**config.mk**
```make
export PLATFORM = sky130hd
export DESIGN_NAME = uart_tx_mmio_flat
export DESIGN_NICKNAME = d
export VERILOG_FILES = /design/src/rtl/uart_tx_mmio_if.sv /design/src/rtl/uart_tx_mmio.sv /design/src/flat_wrapper.sv
export SDC_FILE = /design/constraint.sdc
export NUM_CORES = 1
export LEC_CHECK = 0
export CAP_MARGIN = 20
export CORE_MARGIN = 5
export CORE_UTILIZATION = 32
export DETAILED_ROUTE_END_ITERATION = 16
export PLACE_DENSITY = 0.63
export SLEW_MARGIN = 5
export SYNTH_ARGS = -nofsm -noshare
export SYNTH_HDL_FRONTEND = slang
export SYNTH_SLANG_ARGS = --single-unit
```
**constraint.sdc**
```tcl
create_clock -name clk -period 4.96 [get_ports clk]
set_clock_uncertainty 0.05 [all_clocks]
set_input_delay 1.488 -clock clk [delete_from_list [all_inputs] [get_ports clk]]
set_output_delay 1.488 -clock clk [all_outputs]
set_load 0.01 [all_outputs]
```
**src/rtl/uart_tx_mmio_if.sv**
```systemverilog
// CPU load/store data bus as seen by a memory-mapped responder.
// The core drives address, data and strobes; the responder returns rdata.
interface uart_tx_mmio_if;
  logic [31:0] addr;
  logic [31:0] wdata;
  logic        we;
  logic        re;
  logic [31:0] rdata;

  modport master (
    output addr,
    output wdata,
    output we,
    output re,
    input  rdata
  );

  modport slave (
    input  addr,
    input  wdata,
    input  we,
    input  re,
    output rdata
  );
endinterface

```
**src/rtl/uart_tx_mmio.sv**
```systemverilog
// Memory-mapped 8N1 UART transmitter: TXDATA/STATUS/DIV registers,
// a small byte FIFO and a start/data/stop shift FSM.
module uart_tx_mmio #(
  parameter logic [31:0] BASE_ADDR    = 32'h2000_0000,
  parameter int          DEPTH        = 4,
  parameter logic [15:0] CLKS_PER_BIT = 16'd104
) (
  input  logic            clk,
  input  logic            rst,
  uart_tx_mmio_if.slave   bus,
  output logic            tx
);

  localparam int AW = $clog2(DEPTH);
  localparam logic [AW:0] FULL_CNT = DEPTH[AW:0];

  typedef enum logic [1:0] {
    IDLE,
    START,
    DATA,
    STOP
  } state_t;

  state_t state;
  state_t nxt;

  logic [7:0]    mem [DEPTH];
  logic [AW-1:0] wptr;
  logic [AW-1:0] rptr;
  logic [AW:0]   count;
  logic          ovf;
  logic [15:0]   div;
  logic [15:0]   bdiv;
  logic [15:0]   cnt;
  logic [7:0]    shreg;
  logic [2:0]    idx;

  logic        sel;
  logic [1:0]  off;
  logic        wr;
  logic        rd;
  logic        push;
  logic        pop;
  logic        full;
  logic        empty;
  logic        busy;
  logic        do_push;
  logic        tick;
  logic [15:0] div_eff;
  logic        unused;

  assign sel     = bus.addr[31:4] == BASE_ADDR[31:4];
  assign off     = bus.addr[3:2];
  assign wr      = bus.we & sel;
  assign rd      = bus.re & sel;
  assign full    = count == FULL_CNT;
  assign empty   = count == '0;
  assign busy    = state != IDLE;
  assign push    = wr & (off == 2'd0);
  assign pop     = (state == IDLE) & ~empty;
  // A simultaneous pop frees a slot, so a push while full still lands.
  assign do_push = push & (~full | pop);
  assign tick    = cnt == 16'd0;
  assign div_eff = (div == 16'd0) ? 16'd1 : div;
  assign unused  = ^{bus.addr[1:0], bus.wdata[31:16], BASE_ADDR[3:0]};

  always_ff @(posedge clk) begin
    if (do_push) mem[wptr] <= bus.wdata[7:0];
  end

  always_ff @(posedge clk or posedge rst) begin
    if (rst) begin
      wptr  <= '0;
      rptr  <= '0;
      count <= '0;
    end else begin
      if (do_push) wptr <= wptr + AW'(1);
      if (pop)     rptr <= rptr + AW'(1);
      unique case ({do_push, pop})
        2'b10:   count <= count + (AW+1)'(1);
        2'b01:   count <= count - (AW+1)'(1);
        default: count <= count;
      endcase
    end
  end

  always_ff @(posedge clk or posedge rst) begin
    if (rst) begin
      ovf <= 1'b0;
      div <= CLKS_PER_BIT;
    end else begin
      if (wr && off == 2'd1)          ovf <= 1'b0;
      else if (push && full && !pop)  ovf <= 1'b1;
      if (wr && off == 2'd2)          div <= bus.wdata[15:0];
    end
  end

  always_ff @(posedge clk or posedge rst) begin
    if (rst) begin
      bus.rdata <= '0;
    end else if (rd) begin
      unique case (off)
        2'd1:    bus.rdata <= {28'd0, ovf, busy, empty, full};
        2'd2:    bus.rdata <= {16'd0, div};
        default: bus.rdata <= '0;
      endcase
    end else begin
      bus.rdata <= '0;
    end
  end

  always_ff @(posedge clk or posedge rst) begin
    if (rst) state <= IDLE;
    else     state <= nxt;
  end

  always_comb begin
    nxt = state;
    unique case (state)
      IDLE:  if (!empty) nxt = START;
      START: if (tick) nxt = DATA;
      DATA:  if (tick && idx == 3'd7) nxt = STOP;
      STOP:  if (tick) nxt = IDLE;
      default: nxt = IDLE;
    endcase
  end

  always_comb begin
    tx = 1'b1;
    unique case (state)
      START:   tx = 1'b0;
      DATA:    tx = shreg[0];
      default: tx = 1'b1;
    endcase
  end

  // Divisor is captured only when a frame starts.
  always_ff @(posedge clk or posedge rst) begin
    if (rst) begin
      shreg <= '0;
      idx   <= '0;
      cnt   <= '0;
      bdiv  <= 16'd1;
    end else if (state == IDLE) begin
      if (pop) begin
        shreg <= mem[rptr];
        bdiv  <= div_eff;
        cnt   <= div_eff - 16'd1;
        idx   <= '0;
      end
    end else if (tick) begin
      cnt <= bdiv - 16'd1;
      if (state == DATA) begin
        shreg <= {1'b0, shreg[7:1]};
        idx   <= idx + 3'd1;
      end
    end else begin
      cnt <= cnt - 16'd1;
    end
  end

endmodule

```
**src/flat_wrapper.sv**
```systemverilog
// flat-port wrapper written by rule: the top's interface ports become plain ports
module uart_tx_mmio_flat 
#(
  parameter logic [31:0] BASE_ADDR    = 32'h2000_0000,
  parameter int          DEPTH        = 4,
  parameter logic [15:0] CLKS_PER_BIT = 16'd104
)
  (clk, rst, tx, bus_addr, bus_wdata, bus_we, bus_re, bus_rdata);
  uart_tx_mmio_if bus_i ();
  input  logic clk;
  input  logic rst;
  output logic tx;
  input wire logic [$bits(bus_i.addr)-1:0] bus_addr;
  input wire logic [$bits(bus_i.wdata)-1:0] bus_wdata;
  input wire logic [$bits(bus_i.we)-1:0] bus_we;
  input wire logic [$bits(bus_i.re)-1:0] bus_re;
  output wire logic [$bits(bus_i.rdata)-1:0] bus_rdata;
  assign bus_i.addr = bus_addr;
  assign bus_i.wdata = bus_wdata;
  assign bus_i.we = bus_we;
  assign bus_i.re = bus_re;
  assign bus_rdata = bus_i.rdata;
  uart_tx_mmio #(.BASE_ADDR(BASE_ADDR), .DEPTH(DEPTH), .CLKS_PER_BIT(CLKS_PER_BIT)) u_core (.clk(clk), .rst(rst), .bus(bus_i), .tx(tx));
endmodule
```
==> impl_metrics.csv, run 1 <==
group,metric,value,unit
sta,fin_tns_setup,0,ns
route,ant_nets,0,
die,die_w,142,um
die,die-area,20200,um^2
pwr,powerDensity,499,nW/um^2
pwr,ir_worst_vdd,0.000510,V
synthesis,synth.most_common_cell,"dfrtp_1",
sta,hold_viol,0,
sta,fin_crit_sh,72.1,%
grt,grt_start_max_net_pins,58,
synthesis,yosysSeqAreaShare,55.4,%
route,post_drt_wl_per_cell,15.9,um
sta,slew_violations,0,
cts,numCtsBuffers,17,
sta,rsz0062_at_grt,"no",
die,num_io_pins,101,
cts,clk_latency,0.42,ns
pwr,power.total,3.53,mW
die,core-area,17200,um^2
synthesis,synth_top_area_share,36.3,%
sta,finalSetupViolations,0,
hold_path,worstHoldPathType,"register to register",
grt,grt_pass1_vias,3842,
cts,htreeDepth,4,
status,status,"finished clean",
synthesis,yosysWarnings,0,
synthesis,syn-cell-area,5580,um^2
finish,nets,610,
sta,worst_slew_pin_slew,0.789,ns
synthesis,synthArstFlopShare,72.6,%
place,dpl.hpwl,8530,um
synthesis,ys_ff_latch,117,
hold_path,whs_path_depth,1,
synthesis,synth_cells,456,
synthesis,ys_dominant_reg_cell,"dfrtp_1",
synthesis,synth_cell_type_count,54,
grt,grt_pass1_wl,20300,um
cts,ctsHoldBuffers,0,
cts,cts_tree,"yes",
sta,fin_crit,3.58,ns
cts,cts_root_buf,"clkbuf_16",
route,viasPerCell,4.88,
sta,fmax,280,MHz
synthesis,yosys.area.top_type,"dfrtp_1",
grt,gr-total-overflow,0,
cts,post_cts_buffers,0,
cts,cts_resized,0,
die,initial_utilization,32.5,%
setup_path,critical_path.max_fanout,16,
route,postRouteWirelength,12200,um
pwr,leakagePower,3.04,nW
cts,clockBufferDepth,2,
setup_path,end_kind,"register",
cts,cts_sinks,117,
die,die_y,142,um
synthesis,synth-edff-count,32,
run,drv_cap,0,
finish,num_antenna_cells,0,
finish,syn_to_final_growth,26.7,%
route,dr.first_iter.drc_count,173,
route,drc,0,
grt,grt.total_usage,12.7,%
setup_path,worstSetupPathType,"primary input to register",
synthesis,synth_area_leaders,"dfrtp_1 (36%), edfxtp_1 (17%), mux2_2 (6.9%)",
setup_path,start_kind,"primary input",
route,drt_pre_antenna_iters,4,
sta,hold-worst-slack,0.445,ns
sta,max-slew-margin-rel,47.4,%
grt,antenna_found_initial,0,
setup_path,crit_required,5.21,ns
synthesis,synthTopCellsByCount,"dfrtp_1 (81), mux2_2 (34), edfxtp_1 (32)",
synthesis,avgSynthCellArea,12.2,um^2
place,gp_congestion,0.829,
setup_path,rr_worst_depth,10,
setup_path,cp.arrival,3.83,ns
finish,num-fill-cells,1609,
cts,clk_pin_slew_worst_paths,0.05,ns
die,rows,48,
place,portBuffers,66,
finish,layout-drive-gt1-share,18.7,%
route,num_vias,3733,
-- cells by family (layout without fill, tap and decap cells) --
group | after synthesis | count (layout) | synth area share (%)
flops | 117 | 117 | 55.4
fa+ha+maj | 15 | 15 | 3.50
other cells | 1 | 16 | 0.0672
compound gates | 66 | 66 | 8.00
mux | 57 | 57 | 12.9
simple gates | 129 | 129 | 12.4
xor+xnor | 16 | 16 | 2.51
buf+inv | 55 | 124 | 5.13
-- state kept, by name (all words and copies together), names as in the netlist --
signal,flops
u_core.state,2
u_core.mem,32
u_core.div,16
u_core.bus.rdata,16
u_core.idx,3
u_core.bdiv,16
u_core.shreg,8
u_core.cnt,16
u_core.rptr,2
u_core.wptr,2
u_core.ovf,1
u_core.count,3
-- power breakdown --
group          total (mW)  switching, mW  internal, mW
clock                1.29          0.440         0.851
sequential           1.15         0.0634          1.08
combinational        1.09          0.756         0.335
-- per-stage QoR --
stage          cell area [um^2]  cells  setup slack (ns)  utilization, %
2_1_floorplan              5640    471              1.24               -
3_3_place_gp               6400    731             0.999            37.3
3_5_place_dp               6420    732             0.879            37.4
4_1_cts                    7040    764              1.33            41.0
5_1_grt                    7070    765              1.14            41.2
6_report                   7070    765              1.38            41.2
-- cells in the final DEF, fill, tap and decap left out, drive strengths merged, types with 8 or more instances in the layout --
| cell type | instances |
|---|---|
| mux4 | 8 |
| inv | 18 |
| a21oi | 21 |
| conb | 16 |
| a31o | 9 |
| nand2 | 27 |
| ha | 14 |
| nand3 | 16 |
| clkdlybuf4s50 | 66 |
| mux2 | 41 |
| and2 | 15 |
| o21ai | 18 |
| nor2 | 28 |
| dfrtp | 81 |
| mux2i | 8 |
| edfxtp | 32 |
| clkinv | 8 |
| nor4 | 15 |
| clkbuf | 19 |
| xnor2 | 9 |
-- critical path, stage by stage --
cell and delay (ns):
clkdlybuf4s50_1 0.40, nor4_1 0.30, nand4_1 0.24, nor3_1 0.29, and2_1 0.68, mux2_2 0.41
-- layout make-up --
class / count / area, um^2 / area share, %
Clock buffer: 19 / 443 / 6.27
Clock inverter: 13 / 181 / 2.57
Multi-Input combinational cell: 299 / 2260 / 31.9
Tap cell: 225 / 282 / 3.98
Timing Repair Buffer: 73 / 741 / 10.5
Sequential cell: 117 / 3090 / 43.8
Inverter: 19 / 72.6 / 1.03
-- metal layers --
layer,part of all wire (%),vias up,routed length [um],GRT usage [%]
met5,0,-,0,0
met4,1.3,0,153,4.80
met3,7.1,14,862,3.70
met2,46,140,5590,19.1
met1,46,1834,5580,17.4
li1,-,1745,-,-
-- path summary, 6_finish.rpt --
kind / to / slack, ns / start
max: u_core.div[11] / 1.38 / bus_addr[5]
min: u_core.idx[0] / 0.44 / u_core.idx[0]
max reg2reg: u_core.cnt[14] / 1.75 / u_core.state[0]
min reg2reg: u_core.idx[0] / 0.44 / u_core.idx[0]
max in group asynchronous: u_core.bdiv[0] / 2.82 / rst
min in group asynchronous: u_core.shreg[5] / 1.24 / rst
(Power assumes the default switching activity.)
==> run 2: changes to the inputs <==
==> constraint.sdc (replaced) <==
create_clock -name clk -period 3.45 [get_ports clk]
set_clock_uncertainty 0.05 [all_clocks]
set_input_delay 1.035 -clock clk [delete_from_list [all_inputs] [get_ports clk]]
set_output_delay 1.035 -clock clk [all_outputs]
set_load 0.01 [all_outputs]
==> run 2 against run 1 <==
- sequential cell count stayed put
- clock power grew 19%
- clock-buffer cell count is 1 lower
- sequential share of layout area up 0.38 points
- global-route usage shrank 0.13 points
- routed wire length is 0.16% lower
- first-iteration DRC count is 13% higher
- power is 35% higher
- setup slack worse by 1.0 ns
- non-clock buffer count grew 6
- hold slack got worse by 0.010 ns
- final area shrank 0.87%
==> impl_metrics.csv, run 2 (synthesis results as in run 1) <==
group,metric,value,unit
die,initial_utilization,32.5,%
route,drt_pre_antenna_iters,6,
grt,grt_pass1_wl,20000,um
cts,cts_root_buf,"clkbuf_16",
cts,clk_pin_slew_worst_paths,0.05,ns
sta,rsz0062_at_grt,"no",
cts,clk_latency,0.42,ns
cts,ctsHoldBuffers,0,
finish,syn_to_final_growth,25.6,%
setup_path,cpPeakStageDelay,0.56,ns
cts,cts_resized,0,
grt,grt_pass1_vias,3940,
finish,design_area,7010,um^2
finish,num_antenna_cells,0,
grt,gr-total-overflow,0,
pwr,share_comb_of_total_power,33.1,%
pwr,power_switching,1.80,mW
die,rows,48,
setup_path,worstPathCellList,"inv_1 -> ha_1 -> mux2i_1 -> clkdlybuf4s50_1",
sta,fin_ws,0.355,ns
cts,numCtsBuffers,17,
sta,fin_tns_setup,0,ns
place,gp_congestion,0.817,
finish,final_common_cell,"dfrtp_1",
setup_path,start_kind,"register",
cts,cts_sinks,117,
sta,fin_crit,3.10,ns
die,die_y,142,um
finish,num-fill-cells,1583,
route,drc,0,
setup_path,slowest_stage,"clkdlybuf4s50_1",
pwr,clkPwrFrac,32.2,%
finish,layout-drive-gt1-share,19.4,%
setup_path,end_kind,"output port",
pwr,internal_power,2.96,mW
setup_path,worstSetupPathType,"register to output port",
die,die_w,142,um
cts,clockBufferDepth,2,
place,dpl_cell_area,6490,um^2
route,dr.first_iter.drc_count,195,
die,die-area,20200,um^2
hold_path,worstHoldPathType,"register to register",
sta,fmax,323,MHz
grt,antenna_found_initial,0,
hold_path,whs_path_depth,2,
sta,fin_crit_sh,89.7,%
sta,hold-worst-slack,0.434,ns
pwr,ir_worst_vdd,0.000772,V
sta,max-slew-margin-rel,53.6,%
setup_path,rr_worst_depth,10,
pwr,seq_power_share,34.6,%
sta,slew_violations,0,
grt,grt_start_max_net_pins,40,
run,drv_cap,0,
setup_path,critical_path.max_fanout,5,
finish,nets,616,
setup_path,crit_required,2.36,ns
sta,hold_viol,0,
route,postRouteWirelength,12200,um
sta,finalSetupViolations,0,
finish,largest_register_ff_count,32,
setup_path,cp.arrival,2.01,ns
route,post_drt_wl_per_cell,15.8,um
route,viasPerCell,4.84,
sta,worst_slew_pin_slew,0.696,ns
cts,post_cts_buffers,0,
grt,grt.total_usage,12.6,%
pwr,powerDensity,679,nW/um^2
pwr,switching_share,37.9,%
place,portBuffers,66,
cts,cts_tree,"yes",
route,num_vias,3734,
pwr,leakagePower,3.02,nW
die,num_io_pins,101,
finish,max_flop_register,"u_core.mem",
finish,post-route-util,40.8,%
cts,htreeDepth,4,
place,dpl.hpwl,8510,um
finish,layout_common_cells,"dfrtp_1 (81), clkdlybuf4s50_1 (66), mux2_2 (34), edfxtp_1 (32), nor2_1 (28)",
status,status,"finished clean",
route,ant_nets,0,
die,core-area,17200,um^2
place,pre_cts_ws,0.126,ns
## run 2: changes by cell type in the layout (fill, tap and decap cells not counted), moves of 2 or more
| cell | before | now |
|---|---|---|
| buf_4 | 5 | 11 |
| bufinv_16 | 4 | 0 |
| buf_12 | 0 | 2 |
| clkinv_1 | 0 | 2 |
| clkinv_2 | 5 | 7 |
## run 2: power groups by stage
stage,registers (mW),logic [mW],clock network [mW]
2_1_floorplan,1.64,1.30,0
3_3_place_gp,1.67,1.53,0
3_5_place_dp,1.67,1.58,0
4_1_cts,1.65,1.58,1.57
5_1_grt,1.66,1.75,1.63
6_report,1.65,1.58,1.54
## run 2: cell type report
class / instances / area (um^2) / area share, %
Clock buffer: 18 / 429 / 6.12
Inverter: 19 / 72.6 / 1.04
Multi-Input combinational cell: 299 / 2260 / 32.2
Sequential cell: 117 / 3090 / 44.1
Timing Repair Buffer: 79 / 783 / 11.2
Clock inverter: 14 / 88.8 / 1.27
Tap cell: 225 / 282 / 4.02
## run 2: critical path, delay by kind of cell, from the launching register on
family,cells,cell delay (ns)
buffers and inverters,2,0.68
DFF,1,0.41
adders and majority gates,1,0.28
muxes,1,0.24
## run 2: stage by stage
stage | std cells | power [mW]
floorplan | 471 | 2.94
global placement | 739 | 3.20
detailed placement | 739 | 3.25
CTS | 771 | 4.79
global route | 771 | 5.04
finish | 771 | 4.76
## run 2: worst paths after layout
| kind | from | to | slack (ns) |
|---|---|---|---|
| worst max-delay path | u_core.state[0] | tx | 0.35 |
| worst min-delay path | u_core.shreg[7] | u_core.shreg[7] | 0.43 |
| worst max register to register | u_core.state[0] | u_core.cnt[14] | 0.48 |
| worst min register to register | u_core.shreg[7] | u_core.shreg[7] | 0.43 |
| max in group asynchronous | rst | u_core.bdiv[1] | 1.72 |
| min in group asynchronous | rst | u_core.div[1] | 0.99 |
## run 2: per-layer routing
metal / track usage (%) / up-vias / share of wire [%]
li1: - / 1758 / -
met1: 16.9 / 1840 / 46
met2: 19.3 / 115 / 46
met3: 3.33 / 21 / 5.9
met4: 5.30 / 0 / 1.9
met5: 0 / - / 0
